--- src/rtl/m_store_buffer_pkg.sv ---
// m_store_buffer_pkg: store-op codes, default address map, FIFO entry type and range helper.
package m_store_buffer_pkg;
  localparam logic [2:0] BE_SW = 3'd1;
  localparam logic [2:0] BE_SH = 3'd2;
  localparam logic [2:0] BE_SB = 3'd3;
  localparam logic [31:0] DM_BEGIN_D  = 32'h0000_0000;
  localparam logic [31:0] DM_END_D    = 32'h0000_2FFF;
  localparam logic [31:0] TC1_BEGIN_D = 32'h0000_7F00;
  localparam logic [31:0] TC1_END_D   = 32'h0000_7F0B;
  localparam logic [31:0] TC2_BEGIN_D = 32'h0000_7F10;
  localparam logic [31:0] TC2_END_D   = 32'h0000_7F1B;
  typedef struct packed {
    logic [29:0] waddr;
    logic [3:0]  byteen;
    logic [31:0] wdata;
  } sb_entry_t;
  // Unsigned wrap-around trick: one subtract-compare per range, no lower-bound compare against zero.
  function automatic logic in_rng(input logic [31:0] a, input logic [31:0] lo, input logic [31:0] hi);
    return (a - lo) <= (hi - lo);
  endfunction
endpackage

--- src/rtl/m_store_buffer_fmt.sv ---
// m_store_fmt: byte-enable/data formatting for sw/sh/sb and store address exception detection.
module m_store_fmt
  import m_store_buffer_pkg::*;
#(
  parameter logic [31:0] DM_BEGIN  = DM_BEGIN_D,
  parameter logic [31:0] DM_END    = DM_END_D,
  parameter logic [31:0] TC1_BEGIN = TC1_BEGIN_D,
  parameter logic [31:0] TC1_END   = TC1_END_D,
  parameter logic [31:0] TC2_BEGIN = TC2_BEGIN_D,
  parameter logic [31:0] TC2_END   = TC2_END_D
) (
  input  logic        i_store,
  input  logic [2:0]  i_beop,
  input  logic [31:0] i_addr,
  input  logic [31:0] i_rt,
  input  logic        i_dmov,
  output logic        o_valid_op,
  output logic [3:0]  o_byteen,
  output logic [31:0] o_wdata,
  output logic        o_ades
);
  logic w_sw, w_sh, w_sb, w_mis, w_oor, w_terr;
  always_comb begin
    w_sw = i_beop == BE_SW;
    w_sh = i_beop == BE_SH;
    w_sb = i_beop == BE_SB;
    o_valid_op = w_sw | w_sh | w_sb;
    o_byteen = w_sw ? 4'hF :
               w_sh ? (i_addr[1] ? 4'hC : 4'h3) :
               w_sb ? 4'b0001 << i_addr[1:0] : 4'h0;
    o_wdata = w_sw ? i_rt :
              w_sh ? (i_addr[1] ? {i_rt[15:0], 16'h0} : {16'h0, i_rt[15:0]}) :
              w_sb ? {24'h0, i_rt[7:0]} << {i_addr[1:0], 3'b000} : 32'h0;
    w_mis = (w_sw & |i_addr[1:0]) | (w_sh & i_addr[0]);
    w_oor = ~(in_rng(i_addr, DM_BEGIN, DM_END) | in_rng(i_addr, TC1_BEGIN, TC1_END) |
              in_rng(i_addr, TC2_BEGIN, TC2_END));
    // Timer count registers are read-only and timers only take full-word writes.
    w_terr = in_rng(i_addr, TC1_BEGIN + 32'd8, TC1_BEGIN + 32'd11) |
             in_rng(i_addr, TC2_BEGIN + 32'd8, TC2_BEGIN + 32'd11) |
             (~w_sw & (i_addr >= TC1_BEGIN));
    o_ades = i_store & (w_mis | w_oor | w_terr | i_dmov);
  end
endmodule

--- src/rtl/m_store_buffer.sv ---
// m_store_buffer: queues formatted M-stage stores in a DEPTH-entry FIFO, drains them in order over valid/ready.
module m_store_buffer
  import m_store_buffer_pkg::*;
#(
  parameter int          DEPTH     = 4,
  parameter logic [31:0] DM_BEGIN  = DM_BEGIN_D,
  parameter logic [31:0] DM_END    = DM_END_D,
  parameter logic [31:0] TC1_BEGIN = TC1_BEGIN_D,
  parameter logic [31:0] TC1_END   = TC1_END_D,
  parameter logic [31:0] TC2_BEGIN = TC2_BEGIN_D,
  parameter logic [31:0] TC2_END   = TC2_END_D
) (
  input  logic        clk,
  input  logic        reset,
  input  logic        store,
  input  logic [2:0]  BEOp,
  input  logic [31:0] Addr,
  input  logic [31:0] rt_data,
  input  logic        EXC_DMOv,
  input  logic        Req,
  input  logic        ld_valid,
  input  logic [31:0] ld_addr,
  output logic        EXC_AdES,
  output logic        stall_full,
  output logic        ld_hit,
  output logic        empty,
  output logic        bus_valid,
  input  logic        bus_ready,
  output logic [31:0] bus_addr,
  output logic [3:0]  bus_byteen,
  output logic [31:0] bus_wdata
);
  localparam int PW = $clog2(DEPTH);
  localparam int CW = $clog2(DEPTH + 1);
  sb_entry_t        r_q [DEPTH];
  logic [DEPTH-1:0] r_vld;
  logic [PW-1:0]    r_rd, r_wr;
  logic [CW-1:0]    r_cnt;
  logic             w_valid_op, w_enq, w_deq, w_hit;
  logic [3:0]       w_byteen;
  logic [31:0]      w_wdata;
  logic [PW-1:0]    w_rd_nx, w_wr_nx;
  logic [DEPTH-1:0] w_set, w_clr;
  sb_entry_t        w_head;
  logic             w_unused;
  m_store_fmt #(
    .DM_BEGIN(DM_BEGIN), .DM_END(DM_END),
    .TC1_BEGIN(TC1_BEGIN), .TC1_END(TC1_END),
    .TC2_BEGIN(TC2_BEGIN), .TC2_END(TC2_END)
  ) u_fmt (
    .i_store(store), .i_beop(BEOp), .i_addr(Addr), .i_rt(rt_data), .i_dmov(EXC_DMOv),
    .o_valid_op(w_valid_op), .o_byteen(w_byteen), .o_wdata(w_wdata), .o_ades(EXC_AdES)
  );
  assign w_unused = ^ld_addr[1:0];
  always_comb begin
    empty      = r_cnt == '0;
    bus_valid  = ~empty;
    stall_full = store & (r_cnt == CW'(DEPTH));
    w_enq      = store & ~Req & ~EXC_AdES & ~stall_full & w_valid_op;
    w_deq      = bus_valid & bus_ready;
    w_rd_nx    = (r_rd == PW'(DEPTH - 1)) ? '0 : r_rd + PW'(1);
    w_wr_nx    = (r_wr == PW'(DEPTH - 1)) ? '0 : r_wr + PW'(1);
    w_set      = DEPTH'(w_enq) << r_wr;
    w_clr      = DEPTH'(w_deq) << r_rd;
    w_head     = r_q[r_rd];
    bus_addr   = bus_valid ? {w_head.waddr, 2'b00} : 32'h0;
    bus_byteen = bus_valid ? w_head.byteen : 4'h0;
    bus_wdata  = bus_valid ? w_head.wdata : 32'h0;
  end
  // Only occupied slots compare; an entry being written this cycle is not yet occupied.
  always_comb begin
    w_hit = 1'b0;
    for (int i = 0; i < DEPTH; i++)
      if (r_vld[i] && r_q[i].waddr == ld_addr[31:2]) w_hit = 1'b1;
    ld_hit = ld_valid & w_hit;
  end
  always_ff @(posedge clk) begin
    if (reset) begin
      r_rd  <= '0;
      r_wr  <= '0;
      r_cnt <= '0;
      r_vld <= '0;
    end else begin
      if (w_enq) begin
        r_q[r_wr] <= '{waddr: Addr[31:2], byteen: w_byteen, wdata: w_wdata};
        r_wr      <= w_wr_nx;
      end
      if (w_deq) r_rd <= w_rd_nx;
      r_vld <= (r_vld & ~w_clr) | w_set;
      r_cnt <= r_cnt + CW'(w_enq) - CW'(w_deq);
    end
  end
endmodule

--- config.mk ---
export PLATFORM = sky130hd
export DESIGN_NAME = m_store_buffer
export DESIGN_NICKNAME = d
export VERILOG_FILES = /design/src/rtl/m_store_buffer_pkg.sv /design/src/rtl/m_store_buffer_fmt.sv /design/src/rtl/m_store_buffer.sv
export SDC_FILE = /design/constraint.sdc
export NUM_CORES = 1
export LEC_CHECK = 0
export ABC_AREA = 1
export BUFFER_PORTS_ARGS = -buffer_cell sky130_fd_sc_hd__buf_4
export CAP_MARGIN = 40
export CORE_AREA = 2 2 223 159
export CTS_BUF_LIST = sky130_fd_sc_hd__clkbuf_16
export DETAILED_ROUTE_END_ITERATION = 16
export DIE_AREA = 0 0 225 161
export PLACE_DENSITY_LB_ADDON = 0.2
export SYNTH_ARGS = -nofsm -noshare
export SYNTH_HDL_FRONTEND = slang
export SYNTH_SLANG_ARGS = --single-unit
--- constraint.sdc ---
create_clock -name clk -period 7.86 [get_ports clk]
set_input_delay 1.572 -clock clk [delete_from_list [all_inputs] [get_ports clk]]
set_output_delay 1.572 -clock clk [all_outputs]
set_load 0.05 [all_outputs]
; After elaboration in Yosys (flattened, before gate mapping)
; Memory sizes are Yosys's and may differ from the RTL's. A register that Yosys moved wholly into a read port is not among the register bits.
; Cells that the tools add are included.
[classes]
addsub = 8
multipliers = 0
div = 0
order_cmp = 6
n_eq_ne = 10
shift = 4
n_mux = 22
bitwise = 30
reduce_logical = 6
[ops]
columns = cell, n
row1 = $mux W32, 6
row2 = $sub A32 B15 Y32 const B, 4
row3 = $eq A30 B30 Y1, 4
row4 = $le A32 B2 Y1 const B, 2
row5 = $le A32 B4 Y1 const B, 2
row6 = $ge A32 B15 Y1 const B, 1
row7 = $le A32 B14 Y1 const B, 1
row8 = $shl A8 B5 Y32, 1
row9 = $mux W4, 5
row10 = $and A1 B1 Y1, 11
row11 = $or A1 B1 Y1, 10
row12 = $mux W2, 4
row13 = $shl A1 B2 Y4, 2
row14 = $mux W1, 7
row15 = $eq A3 B2 Y1 const B, 2
row16 = $not A1 Y1, 6
row17 = $add A2 B1 Y2 const B, 2
row18 = $and A4 B4 Y4, 1
row19 = $eq A2 B2 Y1 const B, 2
row20 = $logic_and A1 B1 Y1, 4
row21 = $not A4 Y4, 1
row22 = $or A4 B4 Y4, 1
row23 = $shl A1 B2 Y4 const A, 1
row24 = $add A3 B1 Y3, 1
row25 = other kinds (5), 5
[word_totals]
register_bits = 11
latch_bits = 0
mem_bits_rw = 264
mem_bits_ro = 0
inputBits = 106
out_inout_bits = 73
elab_cells = 91
n_memories = 1
[memory_table]
columns = name, depth, width, rd, rd_clocked_by_memory_dff, wr, line
row1 = r_q, 4, 66, 5, 1, 1, m_store_buffer.sv:35  ; sb_entry_t r_q [DEPTH];

; Depth between registers and ports, before layout
; Gate-level depths: netlist (run 1).
[depth]
ltp_word = 16
depth_mapped = 25
mapped_depth_nobuf = 25

; Hierarchy
; A second synthesis (run 1) with hierarchy kept.
[unflattened]
cells_unflattened = 1994
hier_area_um2 = 16171.8
[modules_own_cells]
columns = module, n_inst, cells_each, area_each_um2, seq_area_each_um2
row1 = m_store_buffer, 1, 1322, 12957.4, 8187.9
row2 = m_store_fmt, 1, 672, 3214.3, 0.0

; Worst setup path before layout (run 1)
; OpenSTA, ideal clock, no wires.
[synth_path]
path_type = input to register
start = in Addr[16]
end = mem r_q[0][0] (netlist name), enable pin
setup_time_ns = 0.491
t_arrival_ns = 6.011
t_required_ns = 7.369
slack_ns = 1.358
cell_stages = 15
n_path_buf = 2
path_cell_list = buf_2 > nor2_4 > nand2_2 > inv_2 > buf_2 > nand2_1 > nor2_1 > nand2_1 > xor2_1 > nand3_1 > nor2_1 > nor2_1 > nor2_4 > nand3_1 > nor2_1
[synth_via]
elab_chain_cells = 16
elab_cells_between_ends = 27
cone_classes = add/sub: 4 / order compare: 6 / mux: 3 / bitwise: 14
[synth_rtl]
columns = item, line
row1 = "start, declared", m_store_buffer.sv:17  ; input logic [31:0] Addr,
row2 = $sub A32 B15 Y32, m_store_buffer_pkg.sv:19  ; return (a - lo) <= (hi - lo);
row3 = $le A32 B4 Y1, m_store_buffer_pkg.sv:19
row4 = $or A1 B1 Y1 (2 in a row), m_store_buffer_fmt.sv:35  ; w_oor = ~(in_rng(i_addr, DM_BEGIN, DM_END) | in_rng(i_addr, TC1_BEGIN, TC1_END) |
row5 = $not A1 Y1, m_store_buffer_fmt.sv:35
row6 = $or A1 B1 Y1, m_store_buffer_fmt.sv:41  ; o_ades = i_store & (w_mis | w_oor | w_terr | i_dmov);
row7 = $or A1 B1 Y1 * (2 in a row), m_store_buffer_fmt.sv:41
row8 = $and A1 B1 Y1 *, m_store_buffer_fmt.sv:41
row9 = $not A1 Y1 *, m_store_buffer.sv:59  ; w_enq = store & ~Req & ~EXC_AdES & ~stall_full & w_valid_op;
row10 = $and A1 B1 Y1 * (3 in a row), m_store_buffer.sv:59
row11 = $mux W1 *, m_store_buffer.sv:84  ; if (w_enq) begin
row12 = $mux W1 *, m_store_buffer.sv:78  ; if (reset) begin
row13 = $mux W1 (implied by the code) *, m_store_buffer.sv:85  ; r_q[r_wr] <= '{waddr: Addr[31:2], byteen: w_byteen, wdata: w_wdata};
row14 = "end, declared", m_store_buffer.sv:35
; Mark *: on every way between the ends. The rest lies on a longest branch, timed or not.

; Worst setup path after layout (run 1)
[layout_path]
start = in Addr[7]
end = out EXC_AdES
[layout_via]
elab_chain_cells = 9
elab_cells_between_ends = 20
cone_classes = add/sub: 4 / order compare: 6 / bitwise: 10
[layout_rtl]
columns = item, line
row1 = $sub A32 B15 Y32, m_store_buffer_pkg.sv:19
row2 = $le A32 B4 Y1, m_store_buffer_pkg.sv:19
row3 = $or A1 B1 Y1 (2 in a row), m_store_buffer_fmt.sv:35
row4 = $not A1 Y1, m_store_buffer_fmt.sv:35
row5 = $or A1 B1 Y1, m_store_buffer_fmt.sv:41
row6 = $or A1 B1 Y1 * (2 in a row), m_store_buffer_fmt.sv:41
row7 = $and A1 B1 Y1 *, m_store_buffer_fmt.sv:41
row8 = "end, declared", m_store_buffer.sv:23  ; output logic EXC_AdES,
; Marks and branches as above.

==> summary.txt, run 1 <==
Status
  • Outcome: finished clean

Synth
  • Syn_area_per_cell: 8.65 µm²
  • Cells after synthesis: 1761
  • EDFF count, synth: 264
  • Synth area leader: edfxtp_1
  • Number of synthesis warnings: 0
  • Area contributors post-synth: edfxtp_1, nand2_1, nor2_1
  • Synth top area share: 0.521
  • Post-synth ARST share: 0
  • Synthesized area: between 15000 and 20000 µm²
  • Post-synth top flop: edfxtp_1
  • Post-synthesis sequential area ratio: 0.538
  • Synth cell types: 49
  • Post-synthesis register bit count: 277

Floorplan
  • Die Wd: between 200 and 250 µm
  • Die height: around 160 µm
  • Die ar.: approximately 36000 µm²
  • Initial Util: 0.446
  • Row cnt: 57
  • Ports: between 150 and 200
  • Core area: ~34000 µm²

Clock tree
  • CTS buffer count: 27
  • Postcts setup bufs: 0
  • CTS tree: built
  • Sink Count: about 280
  • CTS Hold Bufs: 0
  • CTS clk-pin slew, worst paths: approximately 0.060 ns
  • Root Buffer: clkbuf_16
  • Resized Gates After CTS: 0
  • CTS max path bufs: 3
  • Clk_lat worst skew: ~0.56 ns
  • CTS H-tree lvls: 1

Final layout
  • Diodes inserted: 0
  • FF+latch area: around 8000 µm²
  • Final-layout fill cell count: approximately 3100
  • Share of layout cells above drive strength 1: 0.143
  • Layout Area Growth over Synthesis: 18.0%
  • Most common cell after layout, fill and taps aside: nand2_1
  • Area of the multi-input gates: just over 6000 µm²
  • Nets: between 2000 and 2500
  • Commonest non-fill, non-tap cells in the layout: nand2_1, nor2_1, edfxtp_1

Drt
  • # DRC: 0
  • WL final: about 51000 µm
  • ANT nets after route: 0
  • DR vias/cell: between 5 and 6
  • Drt first-iter violations: 1588
  • TritonRoute pass-1 iters: 5
  • Via count: ~14000
  • WL/cell: 21.3 µm

STA
  • Setup tns final: 0 ns
  • Fin crit share: 0.779
  • Least-Margin Pin Slew: 0.915 ns
  • Crit path time final: ~6.1 ns
  • Slew headroom: 0.388
  • Fmax: about 160 MHz
  • RSZ-0062 raised after global routing: false
  • Pins Over Slew Limit: 0
  • # setup viols final: 0
  • Clock Skews: slightly above 0.02 ns
  • Final hold vios: 0

Power and ir drop
  • Clk network pwr share: 0.290
  • Comb pwr share: 0.351
  • Switching share of power: 0.382
  • Int Pwr: around 0.0028 W
  • Overall power: approximately 0.0046 W
  • Worst VDD drop: between 0.2 and 0.25 mV
  • P_sw: approximately 0.0018 W
  • Sequential share of power: 0.358
  • Leak pwr: 7.06 nW
  • P per Cell Area: about 260 nW/µm²

Place
  • GPL Wtd Cong: between 0.9 and 1
  • I/O Buffers: approximately 170
  • Post-DP HPWL: around 36000 µm

Critical path
  • Reg-to-reg endpoint: r_q[0][50]$_DFFE_PP_
  • CP Capture Type: primary output
  • CP Data Required Time: between 6 and 7 ns
  • Worst Setup SP: Addr[7]
  • Element type at the critical path start: input port
  • Kind of critical path: input port to primary output
  • Crit path max fanout: 11
  • Arrival @ worst endpoint: around 4.6 ns
  • R2r setup slk: 5.00 ns
  • Worst Setup EP: EXC_AdES
  • Reg-to-Reg Start: r_cnt[1]$_SDFF_PP0_
  • Worst Reg2Reg Path Length in Cells: 7

Global route
  • GRT Total Usage: 0.272
  • Vias in the first global route: around 13000
  • Global-route wire length before repair: 75000 µm
  • Largest net degree at the start of global routing: roughly 90
  • Initial antenna violation count: 0
  • GRT overflow: 0

Worst hold path
  • Worst Hold Class: flip-flop to flip-flop

Flow run
  • Max-cap violations: 0
sequential cells by signal, summed over array words and instances (netlist names), named ones only:
signal / flops
r_q: 264
r_wr: 2
r_vld: 4
r_cnt: 3
r_rd: 2
power by group through the flow:
stage / sequential, W / combinational (W) / clock, W
2_1_floorplan: 0.00166 / 0.00106 / 0
3_3_place_gp: 0.00168 / 0.00156 / 0
3_5_place_dp: 0.00168 / 0.00161 / 0
4_1_cts: 0.00165 / 0.00162 / 0.00135
5_1_grt: 0.00165 / 0.00173 / 0.00141
6_report: 0.00165 / 0.00162 / 0.00134
layout make-up:
class | instances | area share
well taps | 442 | 0.0308
clock buffers | 27 | 0.0376
flip-flops and latches | 277 | 0.456
inverters | 184 | 0.0385
multi-input cells | 1228 | 0.339
repair buffers | 192 | 0.0856
clock inverters | 20 | 0.0127
metal layers:
layer	global-route usage	wire [µm]
met1	0.417	22800
met2	0.403	21500
met3	0.0464	5170
met5	0	0
met4	0.0587	997
metrics by stage:
stage | cells | worst slack (ns) | utilization | hold WS, ns | instance area [µm²]
4_1_cts | 2370 | 1.87 | 0.526 | 0.531 | 18000
2_1_floorplan | 1762 | 1.36 | - | 0.444 | 15200
5_1_grt | 2370 | 1.49 | 0.526 | 0.551 | 18000
3_5_place_dp | 2323 | 1.86 | 0.500 | 0.522 | 17100
6_report | 2370 | 1.74 | 0.526 | 0.533 | 18000
3_3_place_gp | 2318 | 1.91 | 0.496 | 0.524 | 17000
synth_stat cells, types with 2 or more instances:
cell type and number:
xnor2_1 27, inv_2 8, edfxtp_1 264, o21ai_1 5, nor4_1 16, xor2_1 27, nor3_1 10, o31ai_1 9
nor4b_1 2, o2111ai_1 2, buf_4 6, a221oi_1 7, o211ai_1 9, nand2_2 6, buf_2 8, a221o_1 3
nor2_1 283, or2_2 5, a31oi_1 2, inv_1 173, nor2_2 5, clkbuf_1 52, a22o_1 2, dfxtp_1 13
nor2_4 7, nand2_1 324, nand3_2 4, buf_1 7, o22ai_1 47, and3_1 2, nand4_1 24, ha_1 9
clkinv_1 3, a21oi_1 132, o221ai_1 11, nand3_1 77, o21ai_0 158
worst max-delay path, stage by stage:
cell and delay, ns:
buf_4 0.16, nor2_1 0.61, nand2_1 0.51, nand3_2 0.29
clkinv_1 0.13, nor2_1 0.15, nand2_1 0.10, xor2_1 0.15
nand3_1 0.09, nor2_1 0.17, nor2_1 0.09, nor2_4 0.24
nor2_1 0.08, buf_4 0.20
cells by family (layout without fill, tap and decap cells):
family	Yosys count	after routing	share of synthesized area
xor gates and xnor gates	54	54	0.0311
DFF	277	277	0.538
adders and majority gates	10	10	0.00871
and+or+nand+nor	770	770	0.214
AOI/OAI and AO/OA	392	392	0.143
buffers and inverters	257	423	0.0655
other	1	2	0.000246
how the worst min path moves through the flow:
stage	start	endpoint	slack, ns	cells past startpoint
4_1_cts	r_vld[0]$_SDFF_PP0_	r_vld[0]$_SDFF_PP0_	0.53	2
3_5_place_dp	r_vld[0]$_SDFF_PP0_	r_vld[0]$_SDFF_PP0_	0.52	2
6_report	r_vld[0]$_SDFF_PP0_	r_vld[0]$_SDFF_PP0_	0.53	2
3_3_place_gp	r_vld[1]$_SDFF_PP0_	r_vld[1]$_SDFF_PP0_	0.52	2
5_1_grt	r_vld[0]$_SDFF_PP0_	r_vld[0]$_SDFF_PP0_	0.55	2
2_1_floorplan	r_vld[1]$_SDFF_PP0_	r_vld[1]$_SDFF_PP0_	0.44	2
(Power assumes the default switching activity.)
==> run 2: changes to the inputs <==
- clock period: 7.86 -> 6.2 ns (I/O delays scaled with it)
==> run 2 against run 1 <==
Against the previous run: sequential cell count unchanged; clock power increased by 24%; die area unchanged; combinational power increased by 27%; sequential share of layout area decreased by 0.10 points; register-to-register slack got worse by 1.6 ns; core utilization increased by 0.12 points; global-route usage increased by 0.39 points; design area increased by 0.23%; power increased by 26%; critical path depth increased by 1; largest cell class unchanged; highest routed layer unchanged.
==> summary.txt, run 2 (synthesized netlist as in run 1, its figures left out) <==
Drt
  • Drt first-iter violations: around 1800
  • WL final: slightly above 50000 µm
  • WL met3: about 5800 µm
  • Via count: approximately 14000
  • Top routing layer used: met4
  • DR vias/cell: between 5 and 6
  • # DRC: 0
  • TritonRoute pass-1 iters: 6
  • WL/cell: between 20 and 25 µm
  • Met2 routed WL: 21900 µm
  • Wl on met1: 22500 µm
  • ANT nets after route: 0

Floorplan
  • Die height: roughly 160 µm
  • Ports: 179
  • Initial Util: 0.446
  • Core area: around 34000 µm²
  • Die ar.: between 30000 and 40000 µm²
  • Die Wd: around 230 µm
  • Row cnt: between 50 and 60

Critical path
  • Worst Setup EP: EXC_AdES
  • Cells along the critical path: buf_4 > nand2_1 > nor2_1 > nand4_1 > nand2_1 > nor2_1 > nor2_1 > nand2_1 > nor2_1 > nand2_1 > nor2_1 > nor2_1 > nor2_4 > nor2_1 > buf_4
  • Worst Reg2Reg Path Length in Cells: 7
  • Kind of critical path: input port to primary output
  • CP Data Required Time: 4.96 ns
  • Critical path's largest stage delay: 0.72 ns
  • Worst Setup SP: Addr[10]
  • CP dominant cell by count: nor2_1
  • Reg-to-Reg Start: r_cnt[1]$_SDFF_PP0_
  • Slowest-stage cell, CP: nor2_1
  • R2r setup slk: between 3 and 4 ns
  • Element type at the critical path start: input port
  • Crit path max fanout: 11
  • Arrival @ worst endpoint: between 4 and 5 ns
  • CP Capture Type: primary output
  • Reg-to-reg endpoint: r_q[1][50]$_DFFE_PP_

Clock tree
  • Clk_lat worst skew: between 0.5 and 0.6 ns
  • CTS Hold Bufs: 0
  • Resized Gates After CTS: 0
  • CTS max path bufs: 3
  • CTS buffer count: 28
  • CTS H-tree lvls: 1
  • CTS clk-pin slew, worst paths: 0.06 ns
  • Root Buffer: clkbuf_16
  • Sink Count: around 280
  • CTS tree: built
  • Postcts setup bufs: 0

STA
  • Fmax: 189 MHz
  • Crit path time final: 5.30 ns
  • RSZ-0062 raised after global routing: false
  • Fin crit share: 0.854
  • Clock Skews: just under 0.02 ns
  • Pins Over Slew Limit: 0
  • Slew headroom: 0.393
  • Final setup margin: roughly 0.90 ns
  • Hold_ws: 0.535 ns
  • Least-Margin Pin Slew: around 0.91 ns
  • Setup tns final: 0 ns
  • Final hold vios: 0
  • # setup viols final: 0

Global route
  • GRT Total Usage: 0.276
  • Largest net degree at the start of global routing: 67
  • Initial antenna violation count: 0
  • Global-route wire length before repair: 76200 µm
  • Vias in the first global route: 12800
  • GRT overflow: 0

Power and ir drop
  • Comb pwr share: 0.353
  • Int Pwr: about 0.0036 W
  • Switching share of power: 0.388
  • Sequential share of power: 0.361
  • Overall power: 0.00581 W
  • Worst VDD drop: around 0.26 mV
  • Clk network pwr share: 0.285
  • Leak pwr: approximately 7 nW
  • P_sw: 0.00225 W
  • P per Cell Area: roughly 320 nW/µm²

Flow run
  • Max-cap violations: 0

Final layout
  • Post-layout util: 0.527
  • Most common cell after layout, fill and taps aside: nand2_1
  • Largest Register: r_q
  • Share of layout cells above drive strength 1: 0.146
  • Diodes inserted: 0
  • Commonest non-fill, non-tap cells in the layout: nand2_1, nor2_1, edfxtp_1
  • Layout Area Growth over Synthesis: 18.3%
  • Nets: between 2000 and 2500
  • Max reg flops: between 200 and 300
  • Final-layout fill cell count: approximately 3100
  • Biggest registers after layout: r_q (264), r_vld (4), r_cnt (3)

Place
  • DP Worst Slack: 1.07 ns
  • GPL Wtd Cong: between 0.9 and 1
  • I/O Buffers: ~170
  • Post-DP HPWL: 36000 µm

Worst hold path
  • Worst Hold Class: flip-flop to flip-flop
  • HP Start: r_vld[0]$_SDFF_PP0_

Status
  • Outcome: finished clean
run 2: cell types whose count changed in the layout (fill, tap and decap cells not counted), moves of 2 or more:
cell,previous run,this run
buf_12,3,6
clkinvlp_4,0,2
bufinv_16,5,3
clkinv_2,6,8
run 2: worst max-delay path: cells and delay by family:
family        cells  cell delay (ns)
buf+inv           2             0.39
simple gates     13             2.41
run 2: how the worst min path moves through the flow:
stage / cells after the start / slack [ns] / to
2_1_floorplan: 2 / 0.44 / r_vld[1]$_SDFF_PP0_
3_3_place_gp: 2 / 0.51 / r_vld[1]$_SDFF_PP0_
3_5_place_dp: 2 / 0.52 / r_vld[0]$_SDFF_PP0_
4_1_cts: 2 / 0.53 / r_vld[0]$_SDFF_PP0_
5_1_grt: 2 / 0.55 / r_vld[0]$_SDFF_PP0_
6_report: 2 / 0.54 / r_vld[0]$_SDFF_PP0_
run 2: power by group through the flow:
stage	Clock [W]	Combinational, W	Sequential (W)
2_1_floorplan	0	0.00135	0.00211
3_3_place_gp	0	0.00197	0.00214
3_5_place_dp	0	0.00204	0.00214
4_1_cts	0.00167	0.00205	0.00210
5_1_grt	0.00174	0.00219	0.00211
6_report	0.00166	0.00205	0.00210
run 2: layout make-up:
| cell class | instances | area [µm²] | area share |
|---|---|---|---|
| multi-input cells | 1228 | 6090 | 0.338 |
| well taps | 442 | 553 | 0.0307 |
| inverters | 184 | 692 | 0.0384 |
| repair buffers | 196 | 1590 | 0.0883 |
| clock buffers | 28 | 701 | 0.0389 |
| clock inverters | 23 | 194 | 0.0108 |
| flip-flops and latches | 277 | 8190 | 0.455 |
run 2: routing by layer:
layer,vias up,track usage
li1,6364,-
met1,6516,0.429
met2,789,0.403
met3,51,0.0497
met4,0,0.0521
met5,-,0
run 2: per-stage QoR:
stage          std cells  area (µm²)
2_1_floorplan       1762       15200
3_3_place_gp        2322       17000
3_5_place_dp        2327       17100
4_1_cts             2378       18000
5_1_grt             2378       18000
6_report            2378       18000
==> run 3: changes to the inputs <==
- CELL_PAD_IN_SITES_DETAIL_PLACEMENT: unset -> 0
- CELL_PAD_IN_SITES_GLOBAL_PLACEMENT: unset -> 2
- CORE_AREA: 2 2 223 159 -> 2 2 249 178
- DIE_AREA: 0 0 225 161 -> 0 0 251 180
==> run 3 against run 2 <==
Against the previous run: clock power increased by 25%; maximum frequency up 1.5%; critical path type unchanged; largest power group unchanged; via count down 2.4%.
==> summary.txt, run 3 (synthesized netlist as in run 1, its figures left out) <==
Status
  • Outcome: finished clean

Critical path
  • Kind of critical path: input port to primary output
  • Worst Reg2Reg Path Length in Cells: 7
  • CP Capture Type: primary output
  • R2r setup slk: around 3.2 ns
  • Element type at the critical path start: input port
  • Reg-to-Reg Start: r_cnt[1]$_SDFF_PP0_
  • CP Data Required Time: between 4 and 5 ns
  • Crit path max fanout: 11
  • Reg-to-reg endpoint: r_q[1][21]$_DFFE_PP_
  • Arrival @ worst endpoint: 3.98 ns

Drt
  • ANT nets after route: 0
  • DR vias/cell: approximately 5.4
  • Drt first-iter violations: between 1000 and 1500
  • # DRC: 0
  • WL/cell: between 20 and 25 µm
  • WL final: 56700 µm
  • Via count: between 10000 and 15000
  • TritonRoute pass-1 iters: 5

Final layout
  • Layout Area Growth over Synthesis: 20.9%
  • Biggest registers after layout: r_q (264), r_vld (4), r_cnt (3)
  • Final Non-Filler Cells: 2501
  • Nets: slightly above 2000
  • Most common cell after layout, fill and taps aside: nand2_1
  • Diodes inserted: 0
  • Largest Register: r_q
  • Commonest non-fill, non-tap cells in the layout: nand2_1, nor2_1, edfxtp_1
  • Share of layout cells above drive strength 1: 0.149
  • Max reg flops: ~260
  • Post-layout util: 0.429

Global route
  • Initial antenna violation count: 2
  • Routing usage on met2: 0.365
  • Busiest layer in global routing: met1
  • Met3 Track Usage GR: 0.0475
  • Largest net degree at the start of global routing: 67
  • GRT overflow: 0
  • Global-route wire length before repair: about 80000 µm
  • Vias in the first global route: 12400
  • Met1 usage: 0.368
  • GRT Total Usage: 0.244

Floorplan
  • Die Wd: 251 µm
  • Core area: approximately 43000 µm²
  • Initial Util: 0.355
  • Row cnt: 64
  • Die height: roughly 180 µm
  • Ports: 179
  • Die ar.: between 40000 and 50000 µm²

Worst hold path
  • Worst hold path depth: 2
  • HP Start: r_vld[3]$_SDFF_PP0_
  • Hold EP: r_vld[3]$_SDFF_PP0_
  • Worst Hold Class: flip-flop to flip-flop

STA
  • Fmax: 192 MHz
  • Setup tns final: 0 ns
  • RSZ-0062 raised after global routing: false
  • Hold_ws: 0.511 ns
  • Slew headroom: 0.432
  • Final hold vios: 0
  • Clock Skews: 0.0266 ns
  • Fin crit share: 0.842
  • Pins Over Slew Limit: 0
  • Least-Margin Pin Slew: between 0.8 and 0.9 ns
  • # setup viols final: 0
  • Crit path time final: around 5.2 ns
  • Final setup margin: 0.981 ns

Clock tree
  • Sink Count: around 280
  • CTS buffer count: 29
  • Postcts setup bufs: 0
  • CTS clk-pin slew, worst paths: approximately 0.06 ns
  • Clk_lat worst skew: 0.59 ns
  • CTS H-tree lvls: 1
  • CTS max path bufs: 3
  • CTS tree: built
  • CTS Hold Bufs: 0
  • Resized Gates After CTS: 0
  • Root Buffer: clkbuf_16

Power and ir drop
  • P per Cell Area: about 340 nW/µm²
  • Leak pwr: a little over 7 nW
  • Worst VDD drop: 0.276 mV

Place
  • DP Worst Slack: 1.04 ns
  • GPL Wtd Cong: ~0.9
  • I/O Buffers: 174
  • Post-DP HPWL: 40800 µm
  • Cell count after placement: approximately 2400

Flow run
  • Max-cap violations: 0
==> run 3: worst max-delay path, cell delays in order <==
cell and delay [ns]:
buf_4 0.21, inv_1 0.11, ha_1 0.24, inv_1 0.07, nor2_1 0.04, nand2_1 0.28
nand3_2 0.35, nand2_1 0.15, nand2_1 0.06, nor2_1 0.09, nand2_1 0.11, nor2_1 0.10
nand2_1 0.08, nor2_1 0.19, nand3_1 0.10, nand3_1 0.14, nor2_4 0.08, nor2_1 0.10
buf_4 0.20
==> run 3: cell type report <==
class,count,area [µm²]
sequential,277,8190
clock inverter,25,410
clock buffer,29,726
timing repair buffer,197,1600
tap,561,702
inverter,184,693
multi-input combinational,1228,6090
fill,4268,24500
==> run 3: stage by stage <==
stage | area [µm²] | total power (W)
after floorplan | 15200 | 0.00346
after global placement | 17200 | 0.00418
after detailed placement | 17300 | 0.00424
after CTS | 18400 | 0.00630
after global routing | 18400 | 0.00651
final | 18400 | 0.00626
==> run 3: worst max-delay path by stage <==
stage,start,end,slack (ns)
2_1_floorplan,Addr[16],r_q[0][0]$_DFFE_PP_,0.03
5_1_grt,Addr[3],EXC_AdES,0.76
3_3_place_gp,Addr[3],EXC_AdES,1.00
3_5_place_dp,Addr[3],r_q[1][22]$_DFFE_PP_,1.04
6_report,Addr[3],EXC_AdES,0.98
4_1_cts,Addr[3],EXC_AdES,1.05
==> run 3: power breakdown <==
part	total, W	switching, W	internal [W]	leakage [nW]
clock network	0.00207	0.000756	0.00131	0.567
registers	0.00214	0.0000729	0.00206	2.52
logic	0.00205	0.00150	0.000556	4.11
total	0.00626	0.00233	0.00393	7.19
==> run 3: layer usage <==
layer / wire, µm / vias to the layer above
met5: 0 / -
met4: 956 / 0
met3: 4850 / 57
met2: 24100 / 513
met1: 26800 / 6447
li1: - / 6372
